===== config.mk =====
export PLATFORM = sky130hd
export DESIGN_NAME = i2c_target
export DESIGN_NICKNAME = d
export VERILOG_FILES = /design/src/rtl/i2c_target.sv
export SDC_FILE = /design/constraint.sdc
export NUM_CORES = 1
export LEC_CHECK = 0
export CAP_MARGIN = 0
export CORE_AREA = 5 5 94 96
export CTS_BUF_LIST = sky130_fd_sc_hd__clkbuf_2
export DETAILED_ROUTE_END_ITERATION = 10
export DIE_AREA = 0 0 99 101
export GPL_ROUTABILITY_DRIVEN = 0
export PLACE_DENSITY = 0.64
export RECOVER_POWER = 25
export SYNTH_ARGS = -nofsm -noshare
export SYNTH_HDL_FRONTEND = slang
export SYNTH_SLANG_ARGS = --single-unit

===== constraint.sdc =====
create_clock -name clk -period 2.5 [get_ports clk]
set_clock_uncertainty 0.1 [all_clocks]
set_input_delay 0.5 -clock clk [delete_from_list [all_inputs] [get_ports clk]]
set_output_delay 0.5 -clock clk [all_outputs]
set_load 0.005 [all_outputs]

===== src/rtl/i2c_target.sv =====
// I2C target: matches DEV_ADDR, first written byte loads the pointer, then writes or reads a register file with auto-increment.
// Latency: pins are seen 3 clk late (2-flop sync + history); all outputs are registered one clk after the detected bus event.
// Backpressure: none; the backend must accept every wr_en pulse and present rd_data combinationally from rd_addr.
module i2c_target #(
  parameter logic [6:0] DEV_ADDR = 7'h50,
  parameter int         REG_AW   = 8
) (
  input  logic              clk,
  input  logic              reset_n,
  input  logic              scl_i,
  input  logic              sda_i,
  output logic              sda_oe,
  output logic              wr_en,
  output logic [REG_AW-1:0] wr_addr,
  output logic [7:0]        wr_data,
  output logic [REG_AW-1:0] rd_addr,
  input  logic [7:0]        rd_data,
  output logic              rd_strobe,
  output logic              busy
);

  typedef enum logic [2:0] {
    IDLE, ADDR, ADDR_ACK, WR_BYTE, WR_ACK, RD_BYTE, RD_ACK, WAIT_STOP
  } state_t;

  localparam logic [REG_AW-1:0] PTR_ONE = REG_AW'(1);

  // [0],[1] synchronizer stages, [2] history for edge detection
  logic [2:0] scl_sync_q, sda_sync_q;
  logic       scl_s, scl_h, sda_s, sda_h;
  logic       scl_rise, scl_fall, start_det, stop_det;
  logic [7:0] rx_byte;

  state_t            state_q, state_d;
  logic [2:0]        bit_cnt_q, bit_cnt_d;
  logic [7:0]        shift_q, shift_d;
  logic              rw_q, rw_d;
  logic              first_q, first_d;
  // ACK states: 0 = waiting for the fall that starts driving, 1 = driving.
  // RD_ACK: 1 = master acknowledged, next fall loads the next byte.
  logic              phase_q, phase_d;
  logic [REG_AW-1:0] ptr_q, ptr_d;
  logic              ptr_inc_q, ptr_inc_d;
  logic              sda_oe_q, sda_oe_d;
  logic              wr_en_q, wr_en_d;
  logic [REG_AW-1:0] wr_addr_q, wr_addr_d;
  logic [7:0]        wr_data_q, wr_data_d;
  logic              rd_strobe_q, rd_strobe_d;
  logic              busy_q, busy_d;

  // Bring the asynchronous pins into the clk domain; reset to idle-high so no false event follows reset
  always_ff @(posedge clk or negedge reset_n) begin
    if (!reset_n) begin
      scl_sync_q <= 3'b111;
      sda_sync_q <= 3'b111;
    end else begin
      scl_sync_q <= {scl_sync_q[1:0], scl_i};
      sda_sync_q <= {sda_sync_q[1:0], sda_i};
    end
  end

  assign scl_s     = scl_sync_q[1];
  assign scl_h     = scl_sync_q[2];
  assign sda_s     = sda_sync_q[1];
  assign sda_h     = sda_sync_q[2];
  assign scl_rise  = scl_s & ~scl_h;
  assign scl_fall  = ~scl_s & scl_h;
  assign start_det = scl_s & scl_h & sda_h & ~sda_s;
  assign stop_det  = scl_s & scl_h & ~sda_h & sda_s;
  assign rx_byte   = {shift_q[6:0], sda_s};

  // Next-state and output logic; bus conditions override any bit event in the same clk
  always_comb begin
    state_d     = state_q;
    bit_cnt_d   = bit_cnt_q;
    shift_d     = shift_q;
    rw_d        = rw_q;
    first_d     = first_q;
    phase_d     = phase_q;
    ptr_d       = ptr_inc_q ? ptr_q + PTR_ONE : ptr_q;
    ptr_inc_d   = 1'b0;
    sda_oe_d    = sda_oe_q;
    wr_en_d     = 1'b0;
    wr_addr_d   = wr_addr_q;
    wr_data_d   = wr_data_q;
    rd_strobe_d = 1'b0;
    busy_d      = busy_q;

    if (stop_det) begin
      state_d  = IDLE;
      sda_oe_d = 1'b0;
      busy_d   = 1'b0;
    end else if (start_det) begin
      state_d   = ADDR;
      bit_cnt_d = 3'd0;
      sda_oe_d  = 1'b0;
      phase_d   = 1'b0;
    end else begin
      case (state_q)
        ADDR: if (scl_rise) begin
          shift_d   = rx_byte;
          bit_cnt_d = bit_cnt_q + 3'd1;
          if (bit_cnt_q == 3'd7) begin
            if (shift_q[6:0] == DEV_ADDR) begin
              state_d = ADDR_ACK;
              busy_d  = 1'b1;
              rw_d    = sda_s;
              phase_d = 1'b0;
            end else begin
              state_d = WAIT_STOP;
              busy_d  = 1'b0;
            end
          end
        end
        ADDR_ACK: if (scl_fall) begin
          if (!phase_q) begin
            sda_oe_d = 1'b1;
            phase_d  = 1'b1;
          end else begin
            phase_d   = 1'b0;
            bit_cnt_d = 3'd0;
            if (rw_q) begin
              state_d     = RD_BYTE;
              rd_strobe_d = 1'b1;
              shift_d     = rd_data;
              sda_oe_d    = ~rd_data[7];
            end else begin
              state_d  = WR_BYTE;
              first_d  = 1'b1;
              sda_oe_d = 1'b0;
            end
          end
        end
        WR_BYTE: if (scl_rise) begin
          shift_d   = rx_byte;
          bit_cnt_d = bit_cnt_q + 3'd1;
          if (bit_cnt_q == 3'd7) begin
            state_d = WR_ACK;
            phase_d = 1'b0;
            if (first_q) begin
              ptr_d   = REG_AW'(rx_byte);
              first_d = 1'b0;
            end else begin
              wr_en_d   = 1'b1;
              wr_addr_d = ptr_q;
              wr_data_d = rx_byte;
              ptr_inc_d = 1'b1;
            end
          end
        end
        WR_ACK: if (scl_fall) begin
          if (!phase_q) begin
            sda_oe_d = 1'b1;
            phase_d  = 1'b1;
          end else begin
            sda_oe_d  = 1'b0;
            phase_d   = 1'b0;
            bit_cnt_d = 3'd0;
            state_d   = WR_BYTE;
          end
        end
        // Rotate rather than shift so the register always holds the byte being sent
        RD_BYTE: if (scl_fall) begin
          if (bit_cnt_q == 3'd7) begin
            sda_oe_d = 1'b0;
            phase_d  = 1'b0;
            state_d  = RD_ACK;
          end else begin
            bit_cnt_d = bit_cnt_q + 3'd1;
            shift_d   = {shift_q[6:0], shift_q[7]};
            sda_oe_d  = ~shift_q[6];
          end
        end
        RD_ACK: begin
          if (scl_rise && !phase_q) begin
            if (!sda_s) begin
              ptr_d   = ptr_q + PTR_ONE;
              phase_d = 1'b1;
            end else begin
              state_d  = WAIT_STOP;
              sda_oe_d = 1'b0;
              busy_d   = 1'b0;
            end
          end else if (scl_fall && phase_q) begin
            state_d     = RD_BYTE;
            rd_strobe_d = 1'b1;
            shift_d     = rd_data;
            sda_oe_d    = ~rd_data[7];
            bit_cnt_d   = 3'd0;
            phase_d     = 1'b0;
          end
        end
        IDLE, WAIT_STOP: sda_oe_d = 1'b0;
        default: state_d = IDLE;
      endcase
    end
  end

  // State and output registers; reset releases SDA without waiting for clk
  always_ff @(posedge clk or negedge reset_n) begin
    if (!reset_n) begin
      state_q     <= IDLE;
      bit_cnt_q   <= 3'd0;
      shift_q     <= 8'd0;
      rw_q        <= 1'b0;
      first_q     <= 1'b0;
      phase_q     <= 1'b0;
      ptr_q       <= '0;
      ptr_inc_q   <= 1'b0;
      sda_oe_q    <= 1'b0;
      wr_en_q     <= 1'b0;
      wr_addr_q   <= '0;
      wr_data_q   <= 8'd0;
      rd_strobe_q <= 1'b0;
      busy_q      <= 1'b0;
    end else begin
      state_q     <= state_d;
      bit_cnt_q   <= bit_cnt_d;
      shift_q     <= shift_d;
      rw_q        <= rw_d;
      first_q     <= first_d;
      phase_q     <= phase_d;
      ptr_q       <= ptr_d;
      ptr_inc_q   <= ptr_inc_d;
      sda_oe_q    <= sda_oe_d;
      wr_en_q     <= wr_en_d;
      wr_addr_q   <= wr_addr_d;
      wr_data_q   <= wr_data_d;
      rd_strobe_q <= rd_strobe_d;
      busy_q      <= busy_d;
    end
  end

  assign sda_oe    = sda_oe_q;
  assign wr_en     = wr_en_q;
  assign wr_addr   = wr_addr_q;
  assign wr_data   = wr_data_q;
  assign rd_addr   = ptr_q;
  assign rd_strobe = rd_strobe_q;
  assign busy      = busy_q;

endmodule


Word-level counts from Yosys, hierarchy flattened
Index checks and enable logic that the tools add are counted.

Bits of input ports: 12. Output and inout port bits: 28. Word-level logic and storage cells: 202. Register bits after elaboration: 51.

Mux-type cells: 96. Bitwise gates (word level): 16. Reduce and logical (&&, ||, !) cells: 23. Add/subtract/negate cells: 2. Equal/unequal tests: 50.

Operators by type and width (count): $mux W8 (16); $mux W3 (25); $ne A4 B4 Y1 const B (12); $mux W1 (46); $ne A3 B3 Y1 const B (12); $pmux W8 S4 (1); $reduce_and A6 Y1 (4); $ne A2 B2 Y1 const B (10); $pmux W3 S6 (1); $pmux W8 S2 (1); $eq A3 B3 Y1 const B (5); $reduce_and A13 Y1 (1); $pmux W3 S4 (1); $reduce_and A11 Y1 (1); $ne A5 B5 Y1 const B (2); $pmux W1 S5 (2); $reduce_and A10 Y1 (1); $ne A3 B1 Y1 const B (3); $not A1 Y1 (9); $reduce_and A9 Y1 (1); $add A8 B1 Y8 const B (1); $reduce_and A8 Y1 (1); $reduce_bool A8 Y1 (1); $and A1 B1 Y1 (7); other kinds (16) (23).

Longest topological paths before layout
Word-level depth: 8. Mapped depth: 8. Depth with buffers taken out: 7.

Least setup slack after synthesis
Ideal clock, no wire load.

Path type: register to register. Start: reg bit_cnt_q[0]. End: reg sda_oe_q (netlist: sda_oe). Cell stages (with the launch flop): 8. Path buffers: 0. Clock period less this slack: 2.138 ns. Required time: 2.321 ns. Setup slack: 0.362 ns. Arrival: 1.958 ns. Setup time: 0.079 ns. Cell sequence: dfrtp_1 -> ha_1 -> ha_1 -> or4b_2 -> and4b_1 -> o21ai_1 -> nand4_1 -> mux2i_1.

Cells in the longest elaborated chain, start to end: 6.

RTL lines: from (decl) (RTL line 35) `logic [2:0] bit_cnt_q, bit_cnt_d;`; from (signal assigned) (RTL line 218) `bit_cnt_q <= bit_cnt_d;`; $eq A3 B3 Y1 (RTL line 164) `if (bit_cnt_q == 3'd7) begin`; $mux W1 (RTL line 164); $mux W1 (RTL line 163) `RD_BYTE: if (scl_fall) begin`; $pmux W1 S5 (RTL line 99) `case (state_q)`; $mux W1 (RTL line 93) `end else if (start_det) begin`; $mux W1 (RTL line 89) `if (stop_det) begin`; to (signal assigned) (RTL line 225) `sda_oe_q <= sda_oe_d;`; to (decl) (RTL line 44) `logic sda_oe_q, sda_oe_d;`.

No other way between the ends. The select of a mux whose other input is x is not followed. A chain may end at the register's enable or synchronous reset.

Worst setup path in the final report
Start: reg state_q[2]. End: reg wr_data_q[1] (netlist: wr_data[1]).

Cells in the longest elaborated chain, start to end: 2.

RTL lines: from (decl) (RTL line 34) `state_t state_q, state_d;`; from (signal assigned) (RTL line 217) `state_q <= state_d;`; $eq A3 B2 Y1 (RTL line 99); $reduce_and A6 Y1 (no line); to (signal assigned) (RTL line 228) `wr_data_q <= wr_data_d;`; to (decl) (RTL line 47) `logic [7:0] wr_data_q, wr_data_d;`.

No other way between the ends.

==> qor.csv <==
stage,metric,value,unit
die,io_pins,40,
setup_path,cp.required,2.75,ns
run,max_cap_violations,0,
global_route,grt_use_met3,0.0270,
synth,yosysMostFrequentCell,dfrtp_1,
die,die-area,10000,um2
pwr,vdd_drop_max,0.408,mV
sta,holdWs,0.277,ns
die,core_area,7970,um2
clock_network,clk-insertion-delay-late,0.46,ns
sta,tightest_slew,1.25,ns
global_route,use_met1,0.208,
global_route,grt_pass1_vias,2462,
sta,relSlewSlack,0.168,
place,port_buffers,39,
sta,post-route-period-util,0.939,
drt,drc,0,
pwr,switching_share,0.415,
die,die_y,101,um
sta,fin_crit,2.35,ns
drt,first_pass_iters,5,
synth,ys_ff_latch,51,
synth,synth.area.top_cells,"dfrtp_1 (37%), mux2_2 (12%), dfstp_2 (5.1%), mux2i_1 (3.2%), o21ai_0 (2.8%)",
setup_path,crit_chain,and2b_1 > and2_1 > nand3_1 > or2_1 > buf_12 > mux2_2,
worst_hold_path,hold_path_class,reg2reg,
sta,setup_viol,0,
global_route,grt_overflow,0,
drt,vias,2518,
drt,wirelength,7.35,mm
setup_path,crit_family,simple AND/OR/NAND/NOR gates,
cells_and_area,fin_nets,359,
setup_path,reg2reg_depth,6,
synth,yosysSeqAreaShare,0.417,
setup_path,worstSetupEndpointType,flop,
global_route,antenna_found_initial,0,
sta,hold_viol,0,
clock_network,numClockSinks,51,
die,start_util,0.387,
setup_path,cp_num_buf_inv,1,
synth,ys_top_cells_by_count,"dfrtp_1 (45), mux2_2 (33), nand2_1 (22)",
sta,fmax,426,MHz
clock_network,cts_root_buf,clkbuf_2,
pwr,intPower,1.83,mW
synth,synthFlopType,dfrtp_1,
sta,rsz0062_at_grt,no,
pwr,powerDensity,855,nW/um2
synth,yosys_warnings,0,
cells_and_area,fillers,779,
pwr,leakagePower,1.55,nW
setup_path,critPathMaxStageDelay,0.64,ns
place,dpl.hpwl,5.30,mm
global_route,use_met2,0.243,
drt,antenna_left,0,
clock_network,clk_pin_slew_worst_paths,0.28,ns
clock_network,clockBufferDepth,2,
synth,mappedNetlistNets,311,
setup_path,critPathKind,reg2reg,
pwr,pwr-share-comb,0.476,
worst_hold_path,hold_depth,0,
cells_and_area,antennaDiodeCount,0,
pwr,power_frac_clock,0.111,
cells_and_area,layout-drive-gt1-share,0.223,
clock_network,h-tree-depth,2,
clock_network,tritoncts,done,
pwr,seq_power_share,0.413,
clock_network,numCtsBuffers,5,
synth,ys_async_sr_fraction,1.00,
global_route,grt_usage,0.151,
die,rows,33,
setup_path,path_depth,6,
setup_path,cp_data_arrival_time,2.60,ns
synth,synth_edf_count,0,
setup_path,cp_max_fo,18,
die,fp.dieW,99,um
cells_and_area,syn2layout_area_growth,18.8,%
synth,synth.top_cell.area_share,0.366,
setup_path,cp_slowest_cell,dfrtp_1,
sta,slew_viol_final,0,
drt,via_per_inst,5.60,
drt,wl_per_cell,16.3,um
drt,drtIter0Drc,286,
global_route,grt_pass1_wl,12.4,mm
synth,synth_top_area_cell,dfrtp_1,
synth,syn_area,3080,um2
synth,synth_cells,296,
status,status,"finished, final reports clean",
global_route,top_usage_layer,met2,
sta,tns,0,ns
pwr,p_switching,1.30,mW
synth,syn_area_per_cell,10.4,um2
setup_path,start_kind,flop,
synth,yosysUniqueCellTypes,68,
global_route,grt_max_degree,52,
[layer usage]
| layer | vias to the layer above | wire length (um) |
|---|---|---|
| met5 | - | 0 |
| met3 | 9 | 382 |
| li1 | 1192 | - |
| met4 | 0 | 99 |
| met1 | 1239 | 3420 |
| met2 | 78 | 3450 |
[registers in the layout, summed over array words and instances, names as in the netlist]
register,count
bit_cnt_q,3
busy,1
wr_data,8
shift_q,8
rd_addr,8
rw_q,1
scl_sync_q,3
wr_en,1
sda_oe,1
rd_strobe,1
state_q,3
phase_q,1
sda_sync_q,3
first_q,1
wr_addr,8
[worst paths after layout]
check	startpoint	endpoint	slack (ns)
min in group asynchronous	reset_n	first_q	0.76
worst min-delay path	scl_sync_q[0]	scl_sync_q[1]	0.28
worst min register to register	scl_sync_q[0]	scl_sync_q[1]	0.28
max in group asynchronous	reset_n	bit_cnt_q[2]	0.76
worst max-delay path	state_q[2]	wr_data[1]	0.15
worst max register to register	state_q[2]	wr_data[1]	0.15
[final cells by class]
type	count	area (um2)	area share
multi-input combinational	223	1640	0.448
timing repair buffer	59	548	0.150
sequential	51	1280	0.351
tap	105	131	0.0359
clock inverter	3	18.8	0.00513
inverter	4	15.0	0.00410
clock buffer	5	25.0	0.00684
[stage by stage]
step / instances / cell area (um2) / util / worst slack (ns) / power (mW)
final: 450 / 3660 / 0.459 / 0.151 / 3.13
after global routing: 450 / 3660 / 0.459 / 0.0537 / 3.36
after CTS: 450 / 3680 / 0.461 / 0.188 / 3.15
after detailed placement: 441 / 3620 / 0.455 / 0.185 / 2.78
after global placement: 441 / 3620 / 0.455 / 0.248 / 2.76
after floorplan: 296 / 3080 / - / 0.362 / 2.30
[placed cells by master, fill, tap and decap left out, types with 4 or more instances in the layout]
cell             synthesis  final
dfstp_2                  6      5
xor2_1                   7      7
o22ai_1                  5      5
mux2i_1                 10     10
nand2_1                 22     22
nor2_1                  18     18
a21oi_1                 11     11
xnor2_1                  5      5
nand4_1                  6      6
clkdlybuf4s50_1          0     36
a211oi_1                 4      4
nor3_1                   4      4
dfrtp_1                 45     45
clkbuf_2                 0      6
inv_1                    4      4
mux2_2                  33     33
nand2b_1                11     11
buf_4                    1     17
nand3_1                  7      7
o21ai_0                 17     17
[repair_timing]
item | CTS | global route
hold endpoints to repair | 45 | 0
setup buffers | 0 | 0
gates resized for setup | 0 | 0
hold buffers | 1 | 0
[cells by family (layout without fill, tap and decap cells)]
family	after synthesis	count (layout)	synth area share
AO/OA/AOI/OAI	64	64	0.139
XOR/XNOR	12	12	0.0341
adder cells (fa/ha/maj)	3	3	0.0122
flip-flops	51	51	0.417
multiplexers	43	43	0.153
AND/OR/NAND/NOR	101	101	0.194
buffers and inverters	22	71	0.0512
[power by group through the flow]
stage / clock network (mW) / registers [mW] / logic, mW
3_5_place_dp: 0 / 1.30 / 1.48
3_3_place_gp: 0 / 1.30 / 1.46
4_1_cts: 0.372 / 1.28 / 1.49
2_1_floorplan: 0 / 1.17 / 1.14
6_report: 0.348 / 1.29 / 1.49
5_1_grt: 0.397 / 1.33 / 1.64
(Power assumes the default switching activity.)
